### config.mk
export PLATFORM = sky130hd
export DESIGN_NAME = ifu_fetch_queue_flat
export DESIGN_NICKNAME = d
export VERILOG_FILES = /design/src/rtl/ifu_fetch_if.sv /design/src/rtl/ifu_fetch_queue.sv /design/src/flat_wrapper.sv
export SDC_FILE = /design/constraint.sdc
export NUM_CORES = 1
export LEC_CHECK = 0
export CORE_MARGIN = 3
export CORE_UTILIZATION = 55
export DETAILED_ROUTE_END_ITERATION = 10
export HOLD_SLACK_MARGIN = 0.02
export PLACE_DENSITY = 0.85
export SYNTH_ARGS = -nofsm -noshare
export SYNTH_HDL_FRONTEND = slang
export SYNTH_SLANG_ARGS = --single-unit
### constraint.sdc
create_clock -name clk -period 10.3 [get_ports clk]
set_clock_uncertainty 0.15 [all_clocks]
set_input_delay 1.545 -clock clk [delete_from_list [all_inputs] [get_ports clk]]
set_output_delay 1.545 -clock clk [all_outputs]
set_load 0.01 [all_outputs]
### src/rtl/ifu_fetch_if.sv
// Fetch-unit bus bundle: redirect input, IDU valid/ready output stream, AXI4-Lite read channels.
interface ifu_fetch_if #(
  parameter int unsigned ADDR_W = 32,
  parameter int unsigned DATA_W = 32
);
  logic              redirect_valid;
  logic [ADDR_W-1:0] redirect_pc;
  logic              out_valid;
  logic              out_ready;
  logic [ADDR_W-1:0] out_pc;
  logic [DATA_W-1:0] out_ins;
  logic              out_err;
  logic [ADDR_W-1:0] araddr;
  logic              arvalid;
  logic              arready;
  logic [DATA_W-1:0] rdata;
  logic [1:0]        rresp;
  logic              rvalid;
  logic              rready;

  modport master (
    input  redirect_valid, redirect_pc, out_ready, arready, rdata, rresp, rvalid,
    output out_valid, out_pc, out_ins, out_err, araddr, arvalid, rready
  );

  modport slave (
    output redirect_valid, redirect_pc, out_ready, arready, rdata, rresp, rvalid,
    input  out_valid, out_pc, out_ins, out_err, araddr, arvalid, rready
  );
endinterface

### src/rtl/ifu_fetch_queue.sv
// Prefetching instruction fetch unit: single-outstanding AXI4-Lite read master feeding a
// DEPTH-entry queue toward the IDU, with redirect flush and fault halt.
module ifu_fetch_queue #(
  parameter int unsigned       ADDR_W   = 32,
  parameter int unsigned       DATA_W   = 32,
  parameter logic [ADDR_W-1:0] RESET_PC = ADDR_W'(32'h8000_0000),
  parameter int unsigned       DEPTH    = 2,
  parameter int unsigned       PC_STEP  = 4
) (
  input  logic          clk,
  input  logic          rst,
  ifu_fetch_if.master   bus
);

  localparam int unsigned PTR_W = (DEPTH > 1) ? $clog2(DEPTH) : 1;
  localparam int unsigned CNT_W = $clog2(DEPTH + 1);
  localparam int unsigned ENT_W = ADDR_W + DATA_W + 1;

  typedef enum logic [1:0] {S_IDLE, S_ADDR, S_DATA} state_e;

  state_e            state_q, state_d;
  logic [ADDR_W-1:0] fetch_pc_q, fetch_pc_d;
  logic [ADDR_W-1:0] araddr_q, araddr_d;
  logic              arvalid_q, arvalid_d;
  logic              rready_q, rready_d;
  logic              halted_q, halted_d;
  logic              discard_q, discard_d;
  logic [PTR_W-1:0]  wr_ptr_q, wr_ptr_d;
  logic [PTR_W-1:0]  rd_ptr_q, rd_ptr_d;
  logic [CNT_W-1:0]  count_q, count_d;
  logic [ENT_W-1:0]  mem_q [DEPTH];

  logic              push_c;
  logic              pop_c;
  logic              not_empty_c;
  logic              has_space_c;
  logic [ENT_W-1:0]  push_entry_c;
  logic [ENT_W-1:0]  head_c;

  function automatic logic [PTR_W-1:0] ptr_inc(input logic [PTR_W-1:0] p);
    return (p == PTR_W'(DEPTH - 1)) ? '0 : p + PTR_W'(1);
  endfunction

  assign not_empty_c  = (count_q != '0);
  assign has_space_c  = (count_q < CNT_W'(DEPTH));
  assign push_entry_c = {araddr_q, bus.rdata, (bus.rresp != 2'b00)};
  assign head_c       = mem_q[rd_ptr_q];

  // A redirect hides the head so its same-cycle pop never happens.
  assign bus.out_valid = not_empty_c & ~bus.redirect_valid;
  assign pop_c         = bus.out_valid & bus.out_ready;
  assign bus.out_pc    = head_c[ENT_W-1 -: ADDR_W];
  assign bus.out_ins   = head_c[DATA_W:1];
  assign bus.out_err   = head_c[0];
  assign bus.araddr    = araddr_q;
  assign bus.arvalid   = arvalid_q;
  assign bus.rready    = rready_q;

  // Next-state logic for the read master and the queue bookkeeping.
  always_comb begin
    state_d    = state_q;
    fetch_pc_d = fetch_pc_q;
    araddr_d   = araddr_q;
    arvalid_d  = arvalid_q;
    rready_d   = rready_q;
    halted_d   = halted_q;
    discard_d  = discard_q;
    wr_ptr_d   = wr_ptr_q;
    rd_ptr_d   = rd_ptr_q;
    count_d    = count_q;
    push_c     = 1'b0;

    unique case (state_q)
      S_IDLE: begin
        // Hold off one cycle on a redirect so the AR carries the new target.
        if (!bus.redirect_valid && !halted_q && has_space_c) begin
          state_d   = S_ADDR;
          arvalid_d = 1'b1;
          araddr_d  = fetch_pc_q;
        end
      end
      S_ADDR: begin
        if (arvalid_q && bus.arready) begin
          arvalid_d = 1'b0;
          rready_d  = 1'b1;
          state_d   = S_DATA;
        end
        if (bus.redirect_valid) discard_d = 1'b1;
      end
      S_DATA: begin
        if (rready_q && bus.rvalid) begin
          rready_d  = 1'b0;
          discard_d = 1'b0;
          state_d   = S_IDLE;
          if (!discard_q && !bus.redirect_valid) begin
            push_c     = 1'b1;
            fetch_pc_d = fetch_pc_q + ADDR_W'(PC_STEP);
            if (bus.rresp != 2'b00) halted_d = 1'b1;
          end
        end else if (bus.redirect_valid) begin
          discard_d = 1'b1;
        end
      end
      default: state_d = S_IDLE;
    endcase

    if (bus.redirect_valid) begin
      fetch_pc_d = bus.redirect_pc;
      halted_d   = 1'b0;
      wr_ptr_d   = '0;
      rd_ptr_d   = '0;
      count_d    = '0;
    end else begin
      if (push_c) wr_ptr_d = ptr_inc(wr_ptr_q);
      if (pop_c)  rd_ptr_d = ptr_inc(rd_ptr_q);
      count_d = count_q + CNT_W'(push_c) - CNT_W'(pop_c);
    end
  end

  always_ff @(posedge clk) begin
    if (rst) begin
      state_q    <= S_IDLE;
      fetch_pc_q <= RESET_PC;
      araddr_q   <= '0;
      arvalid_q  <= 1'b0;
      rready_q   <= 1'b0;
      halted_q   <= 1'b0;
      discard_q  <= 1'b0;
      wr_ptr_q   <= '0;
      rd_ptr_q   <= '0;
      count_q    <= '0;
    end else begin
      state_q    <= state_d;
      fetch_pc_q <= fetch_pc_d;
      araddr_q   <= araddr_d;
      arvalid_q  <= arvalid_d;
      rready_q   <= rready_d;
      halted_q   <= halted_d;
      discard_q  <= discard_d;
      wr_ptr_q   <= wr_ptr_d;
      rd_ptr_q   <= rd_ptr_d;
      count_q    <= count_d;
    end
  end

  // Queue storage needs no reset; count_q qualifies every read.
  always_ff @(posedge clk) begin
    if (push_c) mem_q[wr_ptr_q] <= push_entry_c;
  end

endmodule

### src/flat_wrapper.sv
// flat-port wrapper written by rule: the top's interface ports become plain ports
module ifu_fetch_queue_flat 
#(
  parameter int unsigned       ADDR_W   = 32,
  parameter int unsigned       DATA_W   = 32,
  parameter logic [ADDR_W-1:0] RESET_PC = ADDR_W'(32'h8000_0000),
  parameter int unsigned       DEPTH    = 2,
  parameter int unsigned       PC_STEP  = 4
)
  (clk, rst, bus_redirect_valid, bus_redirect_pc, bus_out_ready, bus_arready, bus_rdata, bus_rresp, bus_rvalid, bus_out_valid, bus_out_pc, bus_out_ins, bus_out_err, bus_araddr, bus_arvalid, bus_rready);
  ifu_fetch_if #(.ADDR_W(ADDR_W), .DATA_W(DATA_W)) bus_i ();
  input  logic clk;
  input  logic rst;
  input wire logic [$bits(bus_i.redirect_valid)-1:0] bus_redirect_valid;
  input wire logic [$bits(bus_i.redirect_pc)-1:0] bus_redirect_pc;
  input wire logic [$bits(bus_i.out_ready)-1:0] bus_out_ready;
  input wire logic [$bits(bus_i.arready)-1:0] bus_arready;
  input wire logic [$bits(bus_i.rdata)-1:0] bus_rdata;
  input wire logic [$bits(bus_i.rresp)-1:0] bus_rresp;
  input wire logic [$bits(bus_i.rvalid)-1:0] bus_rvalid;
  output wire logic [$bits(bus_i.out_valid)-1:0] bus_out_valid;
  output wire logic [$bits(bus_i.out_pc)-1:0] bus_out_pc;
  output wire logic [$bits(bus_i.out_ins)-1:0] bus_out_ins;
  output wire logic [$bits(bus_i.out_err)-1:0] bus_out_err;
  output wire logic [$bits(bus_i.araddr)-1:0] bus_araddr;
  output wire logic [$bits(bus_i.arvalid)-1:0] bus_arvalid;
  output wire logic [$bits(bus_i.rready)-1:0] bus_rready;
  assign bus_i.redirect_valid = bus_redirect_valid;
  assign bus_i.redirect_pc = bus_redirect_pc;
  assign bus_i.out_ready = bus_out_ready;
  assign bus_i.arready = bus_arready;
  assign bus_i.rdata = bus_rdata;
  assign bus_i.rresp = bus_rresp;
  assign bus_i.rvalid = bus_rvalid;
  assign bus_out_valid = bus_i.out_valid;
  assign bus_out_pc = bus_i.out_pc;
  assign bus_out_ins = bus_i.out_ins;
  assign bus_out_err = bus_i.out_err;
  assign bus_araddr = bus_i.araddr;
  assign bus_arvalid = bus_i.arvalid;
  assign bus_rready = bus_i.rready;
  ifu_fetch_queue #(.ADDR_W(ADDR_W), .DATA_W(DATA_W), .RESET_PC(RESET_PC), .DEPTH(DEPTH), .PC_STEP(PC_STEP)) u_core (.clk(clk), .rst(rst), .bus(bus_i));
endmodule
==> run_results.csv, run 1 <==
group,metric,value,unit
run_status,status,"completed",
finish,instances_no_fill,1001,
placed_design,hpwl,12400,um
detailed_routing,ant_nets,0,
placed_design,place_ws,5540,ps
power_and_ir_drop,power_frac_comb,0.107,
logic_synthesis,syn-num-nets,750,
setup_path,path_max_fanout,32,
finish,final_nets,881,
setup_path,end_kind,"output port",
placed_design,dp_cells,963,
finish,area.sequential,0.00541,mm^2
detailed_routing,drcViolationCount,0,
logic_synthesis,ys.flop_type,"edfxtp_1",
sta,period_needed,4740,ps
placed_design,gp_congestion,0.867,
sta,setup_viol,0,
logic_synthesis,syn_avg_cell_area,12.6,um^2
detailed_routing,drt_first_pass_iters,5,
logic_synthesis,ys_types,49,
global_route,antenna_found_initial,0,
sta,whs,304,ps
power_and_ir_drop,total_power,1.88,mW
die,start_util,0.572,
logic_synthesis,synthCells,671,
die,core_area,0.0148,mm^2
cts,clock-root-buffer,"clkbuf_16",
die,ios,172,
power_and_ir_drop,leakagePower,3.61,nW
die,num_rows,44,
logic_synthesis,synth_common_cells,"130 x edfxtp_1, 81 x nand2_1, 75 x dfxtp_1",
logic_synthesis,synth_edf_count,130,
detailed_routing,drt_iter0_markers,423,
sta,slew_viol_final,0,
setup_path,cp-start-kind,"input port",
logic_synthesis,postSynth.asyncResetShare,0,
finish,drive_gt1_frac,0.140,
logic_synthesis,synth_top_area_cell,"edfxtp_1",
cts,hold_buffers,0,
cts,cts.repair.resized,0,
detailed_routing,vias,5748,
sta,hold_viol,0,
cts,cts_tree,"yes",
logic_synthesis,synth_top_area_share,0.463,
setup_path,worstPathRequired,8610,ps
setup_path,crit_type,"input port to output port",
logic_synthesis,ys_ff_latch,205,
cts,clock_path_buffers,3,
power_and_ir_drop,p_clk_frac,0.390,
cts,clk_pin_slew_worst_paths,60,ps
sta,finalSetupTns,0,ps
cts,insertion_delay,490,ps
detailed_routing,vias_per_cell,5.74,
global_route,grt_use_total,0.213,
logic_synthesis,synth_area_leaders,"edfxtp_1 46%, dfxtp_1 18%, mux2_2 8.7%",
global_route,grt_max_degree,80,
setup_path,arrival,3040,ps
power_and_ir_drop,p_sw_frac,0.232,
logic_synthesis,synth-seq-area-share,0.641,
cts,htree_levels,1,
cts,cts_made_buffers,21,
finish,design_area,0.0107,mm^2
die,die_x,130,um
sta,rsz0062_at_grt,"false",
finish,n_antenna_cell,0,
finish,synthToLayoutAreaGrowth,27.1,%
power_and_ir_drop,p_seq_frac,0.503,
sta,fmax,211,MHz
logic_synthesis,yosysWarnings,0,
power_and_ir_drop,power_density,175,mW/mm^2
power_and_ir_drop,intPower,1.44,mW
min_path,hp-class,"register to register",
die,die_y,130,um
global_route,overflow,0,
sta,tightest_slew,1140,ps
placed_design,placed_cell_area,0.0100,mm^2
die,die_area,0.0169,mm^2
logic_synthesis,syn_area,0.00843,mm^2
sta,fin_ws,5560,ps
logic_synthesis,yosysMostFrequentCell,"edfxtp_1",
sta,slew_headroom,0.238,
cts,cts_setup_buffers,0,
global_route,grt_first_pass_wirelength,28700,um
detailed_routing,wl_per_cell,18.7,um
detailed_routing,wl,18700,um
power_and_ir_drop,vdd_drop_max,0.133,mV
finish,final_util,0.726,
power_and_ir_drop,p_switching,435,uW
sta,period_share,0.460,
global_route,grt_pass1_vias,5528,
placed_design,place.port_buffers,171,
cts,cts_sinks,205,
finish,fill_cells,1012,
run,cap_viol_max_count,0,
finish,multi_input_area,0.00260,mm^2
cells by family (layout without fill, tap and decap cells):
kind of cell    count (synthesis)  count (layout)  share of synthesized area
xor+xnor                       12              12                     0.0125
compound gates                 95              95                     0.0736
fa+ha+maj                       7               7                     0.0104
buf+inv                        82             228                     0.0516
simple gates                  201             201                      0.120
flops                         205             205                      0.641
mux                            69              69                     0.0915
final cells by class:
cell class | instances | share of cell area
sequential | 205 | 0.504
multi-input combinational | 384 | 0.243
timing repair buffer | 176 | 0.163
clock buffer | 30 | 0.0570
tap | 184 | 0.0215
clock inverter | 8 | 0.00689
inverter | 14 | 0.00490
per-layer routing:
layer,up-vias,global-route usage,routed length (um)
li1,2712,-,-
met1,2798,0.287,8200
met2,207,0.359,8990
met3,31,0.0397,1240
met4,0,0.0520,284
met5,-,0,0
critical path: stages:
cell and delay, ps:
clkdlybuf4s50_1 460, buf_4 320, o21ba_2 230, clkdlybuf4s50_1 470
path summary, 6_finish.rpt:
check                                          start              endpoint  slack [ps]  depth (start not counted)
worst max-delay path              bus_redirect_valid         bus_out_valid        5560                          4
worst min-delay path            u_core.fetch_pc_q[0]  u_core.bus.araddr[0]         300                          2
worst max register to register     u_core.state_q[0]   u_core.mem_q[1][54]        7460                          5
worst min register to register  u_core.fetch_pc_q[0]  u_core.bus.araddr[0]         300                          2
power groups by stage:
stage,registers (mW),logic (mW),clock network (mW)
after floorplan,0.949,0.130,0
after global placement,0.958,0.195,0
after detailed placement,0.960,0.202,0
after CTS,0.943,0.203,0.747
after global routing,0.948,0.223,0.781
final,0.944,0.201,0.733
sequential cells by signal, indices dropped and copies added, names as in the netlist, named ones only:
name and cells:
u_core.halted_q 1, u_core.bus.araddr 32, u_core.state_q 2, u_core.discard_q 1
u_core.fetch_pc_q 32, u_core.count_q 2, u_core.mem_q 130, u_core.wr_ptr_q 1
u_core.bus.rready 1, u_core.bus.arvalid 1, u_core.rd_ptr_q 1
cell usage in the layout (no fill, tap or decap), types with 12 or more instances in the layout:
| cell | count |
|---|---|
| mux2_2 | 65 |
| nand3_1 | 12 |
| a21oi_1 | 38 |
| nor2_1 | 30 |
| nand2_1 | 81 |
| clkdlybuf4s50_1 | 170 |
| inv_1 | 13 |
| edfxtp_1 | 130 |
| o21ai_0 | 13 |
| nand4_1 | 15 |
| clkbuf_16 | 22 |
| dfxtp_1 | 74 |
(Power assumes the default switching activity.)
==> run 2: changes to the inputs <==
Settings changed: CORE_UTILIZATION 55 to 51, PLACE_DENSITY 0.85 to 0.79.
Clock period 10.3 ns to 4.6 ns, I/O delays scaled along.
==> run 2 against run 1 <==
  * Sequential power grew 120%
  * Die area grew 7.5%
  * Power grew 130%
  * Non-clock buffer count grew 3
  * Sequential share of layout area shrank 0.83 points
  * Via count shrank 0.43%
  * Final area grew 1.7%
  * Register-to-register slack lost 5700 ps
  * Global-route usage shrank 0.64 points
  * Cell count grew 3.7%
  * First-iteration DRC count grew 1.9%
  * Worst setup slack lost 4400 ps
  * Largest cell class unchanged
==> run_results.csv, run 2 (same netlist as run 1, synthesis figures left out) <==
group,metric,value,unit
finish,drive_gt1_frac,0.147,
cts,insertion_delay,500,ps
finish,final_cell_mix,"170 x clkdlybuf4s50_1, 130 x edfxtp_1, 81 x nand2_1",
detailed_routing,drt_first_pass_iters,5,
cts,cts_sinks,205,
placed_design,placed_cell_area,0.0101,mm^2
detailed_routing,wl_per_cell,18.3,um
sta,hold_viol,0,
finish,final_util,0.679,
global_route,antenna_found_initial,0,
global_route,grt_use_total,0.206,
min_path,hp-class,"register to register",
sta,slew_headroom,0.363,
cts,clk_pin_slew_worst_paths,60,ps
global_route,grt_max_degree,66,
cts,cts_tree,"yes",
setup_path,reg2reg_from,"u_core.state_q[0]",
cts,htree_levels,1,
cts,hold_buffers,0,
setup_path,worstPathRequired,3760,ps
setup_path,crit_type,"register to output port",
detailed_routing,vias_per_cell,5.51,
finish,design_area,0.0109,mm^2
placed_design,hpwl,12800,um
power_and_ir_drop,p_switching,1.02,mW
sta,tightest_slew,946,ps
finish,largest_reg_flops,130,
global_route,grt_first_pass_wirelength,30000,um
sta,finalSetupTns,0,ps
die,die_y,135,um
placed_design,dp_cells,998,
power_and_ir_drop,leakagePower,3.67,nW
sta,fin_ws,1110,ps
setup_path,cp-start-kind,"register",
cts,clock-root-buffer,"clkbuf_16",
die,num_rows,46,
finish,instances_no_fill,1038,
sta,rsz0062_at_grt,"false",
finish,n_antenna_cell,0,
setup_path,arrival,2650,ps
placed_design,gp_congestion,0.880,
detailed_routing,drt_iter0_markers,431,
min_path,min-delay-start,"u_core.fetch_pc_q[1]",
global_route,overflow,0,
setup_path,path_max_fanout,32,
cts,cts.repair.resized,0,
power_and_ir_drop,p_sw_frac,0.232,
setup_path,end_kind,"output port",
finish,final_nets,885,
detailed_routing,ant_nets,0,
die,ios,172,
power_and_ir_drop,vdd_drop_max,0.259,mV
placed_design,place_ws,1230,ps
cts,cts_made_buffers,22,
die,die_area,0.0181,mm^2
sta,setup_viol,0,
die,start_util,0.525,
sta,slew_viol_final,0,
finish,final_common_cell,"clkdlybuf4s50_1",
power_and_ir_drop,intPower,3.39,mW
placed_design,place.port_buffers,171,
run_status,status,"completed",
global_route,grt_pass1_vias,5742,
power_and_ir_drop,power_frac_comb,0.104,
die,die_x,135,um
detailed_routing,vias,5723,
die,core_area,0.0161,mm^2
sta,fmax,287,MHz
finish,synthToLayoutAreaGrowth,29.2,%
finish,regMostFlops,"u_core.mem_q",
run,cap_viol_max_count,0,
detailed_routing,wl,19000,um
power_and_ir_drop,p_seq_frac,0.479,
detailed_routing,drcViolationCount,0,
power_and_ir_drop,p_clk_frac,0.417,
sta,period_share,0.758,
power_and_ir_drop,power_density,405,mW/mm^2
sta,period_needed,3490,ps
cts,cts_setup_buffers,0,
cts,clock_path_buffers,3,
-- run 2: worst paths after layout --
path / end / slack [ps] / cells after the start
worst max-delay path: bus_out_err / 1110 / 3
worst min-delay path: u_core.bus.araddr[1] / 320 / 2
worst max register to register: u_core.fetch_pc_q[23] / 1790 / 6
worst min register to register: u_core.bus.araddr[1] / 320 / 2
-- run 2: cell type report --
type                            instances  area (um^2)
Timing Repair Buffer                  179         1780
Clock buffer                           32          669
Sequential cell                       205         5410
Inverter                               14         52.6
Multi-Input combinational cell        384         2610
Fill cell                            1139         5160
Tap cell                              216          270
Clock inverter                          8          113
-- run 2: worst max-delay path: stages (launching register included) --
cell and delay [ps]:
dfxtp_2 860, buf_4 410, mux2_2 370, clkdlybuf4s50_1 500
-- run 2: per-layer routing --
layer | vias to the layer above | track usage | wire, um
met1 | 2740 | 0.269 | 8120
met5 | - | 0 | 0
met3 | 39 | 0.0373 | 1060
met2 | 212 | 0.352 | 9200
met4 | 0 | 0.0673 | 605
li1 | 2732 | - | -
-- run 2: per-stage QoR --
step | hold WS, ps | power (mW)
3_5_place_dp | 303 | 2.61
2_1_floorplan | 281 | 2.42
3_3_place_gp | 304 | 2.59
6_report | 317 | 4.41
5_1_grt | 356 | 4.56
4_1_cts | 315 | 4.45
-- run 2: power by group through the flow --
stage                     Sequential (mW)  Combinational, mW  Clock, mW
after floorplan                      2.13              0.291          0
after global placement               2.15              0.443          0
after detailed placement             2.15              0.460          0
after CTS                            2.11              0.464       1.87
after global routing                 2.12              0.504       1.93
final                                2.11              0.459       1.84
==> run 3: changes to the inputs <==
Clock period 4.6 ns to 3.4 ns, I/O delays scaled along.
==> run 3 against run 2 <==
  * Sequential power grew 36%
  * Via count up 2.0%
  * Clock-buffer cell count down 2
  * Global-route usage is 0.55 points higher
  * Wire length rose by 2.3%
  * Critical path type unchanged
==> run_results.csv, run 3 (same netlist as run 1, synthesis figures left out) <==
group,metric,value,unit
global_route,grt_max_degree,66,
die,num_rows,46,
power_and_ir_drop,p_seq_frac,0.500,
power_and_ir_drop,total_power,5.73,mW
sta,fmax,331,MHz
finish,area.sequential,0.00541,mm^2
finish,multi_input_area,0.00261,mm^2
global_route,overflow,0,
die,start_util,0.525,
run,cap_viol_max_count,0,
min_path,whs_path_depth,2,
die,die_x,135,um
sta,setup_viol,0,
finish,final_nets,890,
cts,htree_levels,1,
sta,period_share,0.889,
min_path,hold-path-endpoint,"u_core.bus.araddr[0]",
sta,tightest_slew,1120,ps
cts,cts.repair.resized,0,
finish,design_area,0.0109,mm^2
setup_path,reg2reg_from,"u_core.state_q[0]",
cts,clock_path_buffers,3,
finish,fill_cells,1147,
detailed_routing,ant_nets,0,
finish,final_cell_mix,"170 x clkdlybuf4s50_1, 130 x edfxtp_1, 81 x nand2_1",
cts,cts_sinks,205,
cts,clk_pin_slew_worst_paths,60,ps
global_route,grt_pass1_vias,5876,
global_route,grt_use_total,0.212,
run_status,status,"completed",
min_path,min-delay-start,"u_core.fetch_pc_q[0]",
setup_path,worstPathRequired,2740,ps
finish,drive_gt1_frac,0.150,
setup_path,r2r-end,"u_core.fetch_pc_q[21]",
power_and_ir_drop,p_sw_frac,0.236,
setup_path,crit_type,"register to output port",
setup_path,cp_slowest_stage_delay,730,ps
detailed_routing,vias,5836,
cts,cts_tree,"yes",
finish,instances_no_fill,1043,
setup_path,cp_top_family,"buffers and inverters",
cts,insertion_delay,490,ps
setup_path,cp_cell_sequence,"buf_12 > mux2_2 > clkdlybuf4s50_1",
detailed_routing,wl,19400,um
finish,regMostFlops,"u_core.mem_q",
detailed_routing,drt_iter0_markers,359,
sta,slew_headroom,0.253,
setup_path,arrival,2360,ps
placed_design,placed_cell_area,0.0102,mm^2
setup_path,path_max_fanout,27,
sta,whs,318,ps
die,die_y,135,um
detailed_routing,drcViolationCount,0,
sta,slew_viol_final,0,
die,ios,172,
global_route,grt_first_pass_wirelength,31000,um
finish,n_antenna_cell,0,
detailed_routing,vias_per_cell,5.60,
finish,largest_reg_flops,130,
power_and_ir_drop,p_switching,1.35,mW
sta,rsz0062_at_grt,"false",
power_and_ir_drop,power_density,526,mW/mm^2
finish,synthToLayoutAreaGrowth,29.2,%
die,core_area,0.0161,mm^2
finish,final_common_cell,"clkdlybuf4s50_1",
placed_design,dp_cells,1003,
placed_design,hpwl,13200,um
setup_path,end_kind,"output port",
power_and_ir_drop,intPower,4.37,mW
power_and_ir_drop,leakagePower,3.67,nW
cts,clock-root-buffer,"clkbuf_16",
power_and_ir_drop,vdd_drop_max,0.381,mV
detailed_routing,wl_per_cell,18.6,um
placed_design,gp_congestion,0.865,
setup_path,cp_slowest_cell,"dfxtp_2",
min_path,hp-class,"register to register",
setup_path,ff2ff_path_depth,6,
cts,cts_setup_buffers,0,
setup_path,crit_buf_inv,2,
setup_path,r2r_setup_slack,820,ps
setup_path,cp-start-kind,"register",
detailed_routing,drt_first_pass_iters,5,
sta,hold_viol,0,
sta,period_needed,3020,ps
power_and_ir_drop,p_clk_frac,0.391,
global_route,antenna_found_initial,0,
cts,cts_made_buffers,22,
placed_design,place.port_buffers,171,
cts,hold_buffers,0,
setup_path,crit_cells,3,
die,die_area,0.0181,mm^2
power_and_ir_drop,power_frac_comb,0.109,
sta,finalSetupTns,0,ps
run 3: cell type report:
class / count / share of cell area
clock buffer: 30 / 0.0590
sequential: 205 / 0.496
inverter: 14 / 0.00482
tap: 216 / 0.0248
multi-input combinational: 384 / 0.239
clock inverter: 10 / 0.00471
timing repair buffer: 184 / 0.171
run 3: per-stage QoR:
step                utilization  worst slack [ps]
CTS                       0.679               298
floorplan                     -               252
detailed placement        0.635               478
finish                    0.679               376
global placement          0.635               573
global route              0.679               264
run 3: tightest hold or removal path, cell delays in order, from the launching register on:
cell	delay [ps]
dfxtp_1	310
nand2_1	60
a21oi_1	50
run 3: per-layer routing:
| metal | global-route usage | wire length [um] |
|---|---|---|
| met4 | 0.0503 | 356 |
| met3 | 0.0417 | 1320 |
| met5 | 0 | 0 |
| met1 | 0.286 | 8230 |
| met2 | 0.357 | 9510 |
run 3: power by group through the flow:
stage                     Clock [mW]  Sequential, mW  Combinational (mW)
final                           2.24            2.86               0.623
after floorplan                    0            2.87               0.394
after global routing            2.40            2.88               0.690
after CTS                       2.29            2.86               0.627
after detailed placement           0            2.91               0.622
after global placement             0            2.91               0.596
run 3: worst max-delay path by stage:
stage | startpoint | endpoint | slack, ps
detailed placement | bus_rvalid | u_core.fetch_pc_q[21] | 480
CTS | register | bus_out_ins[20] | 300
floorplan | bus_redirect_valid | u_core.mem_q[0][0] | 250
finish | register | bus_out_ins[20] | 380
global route | register | bus_out_ins[20] | 260
global placement | bus_rvalid | u_core.fetch_pc_q[21] | 570
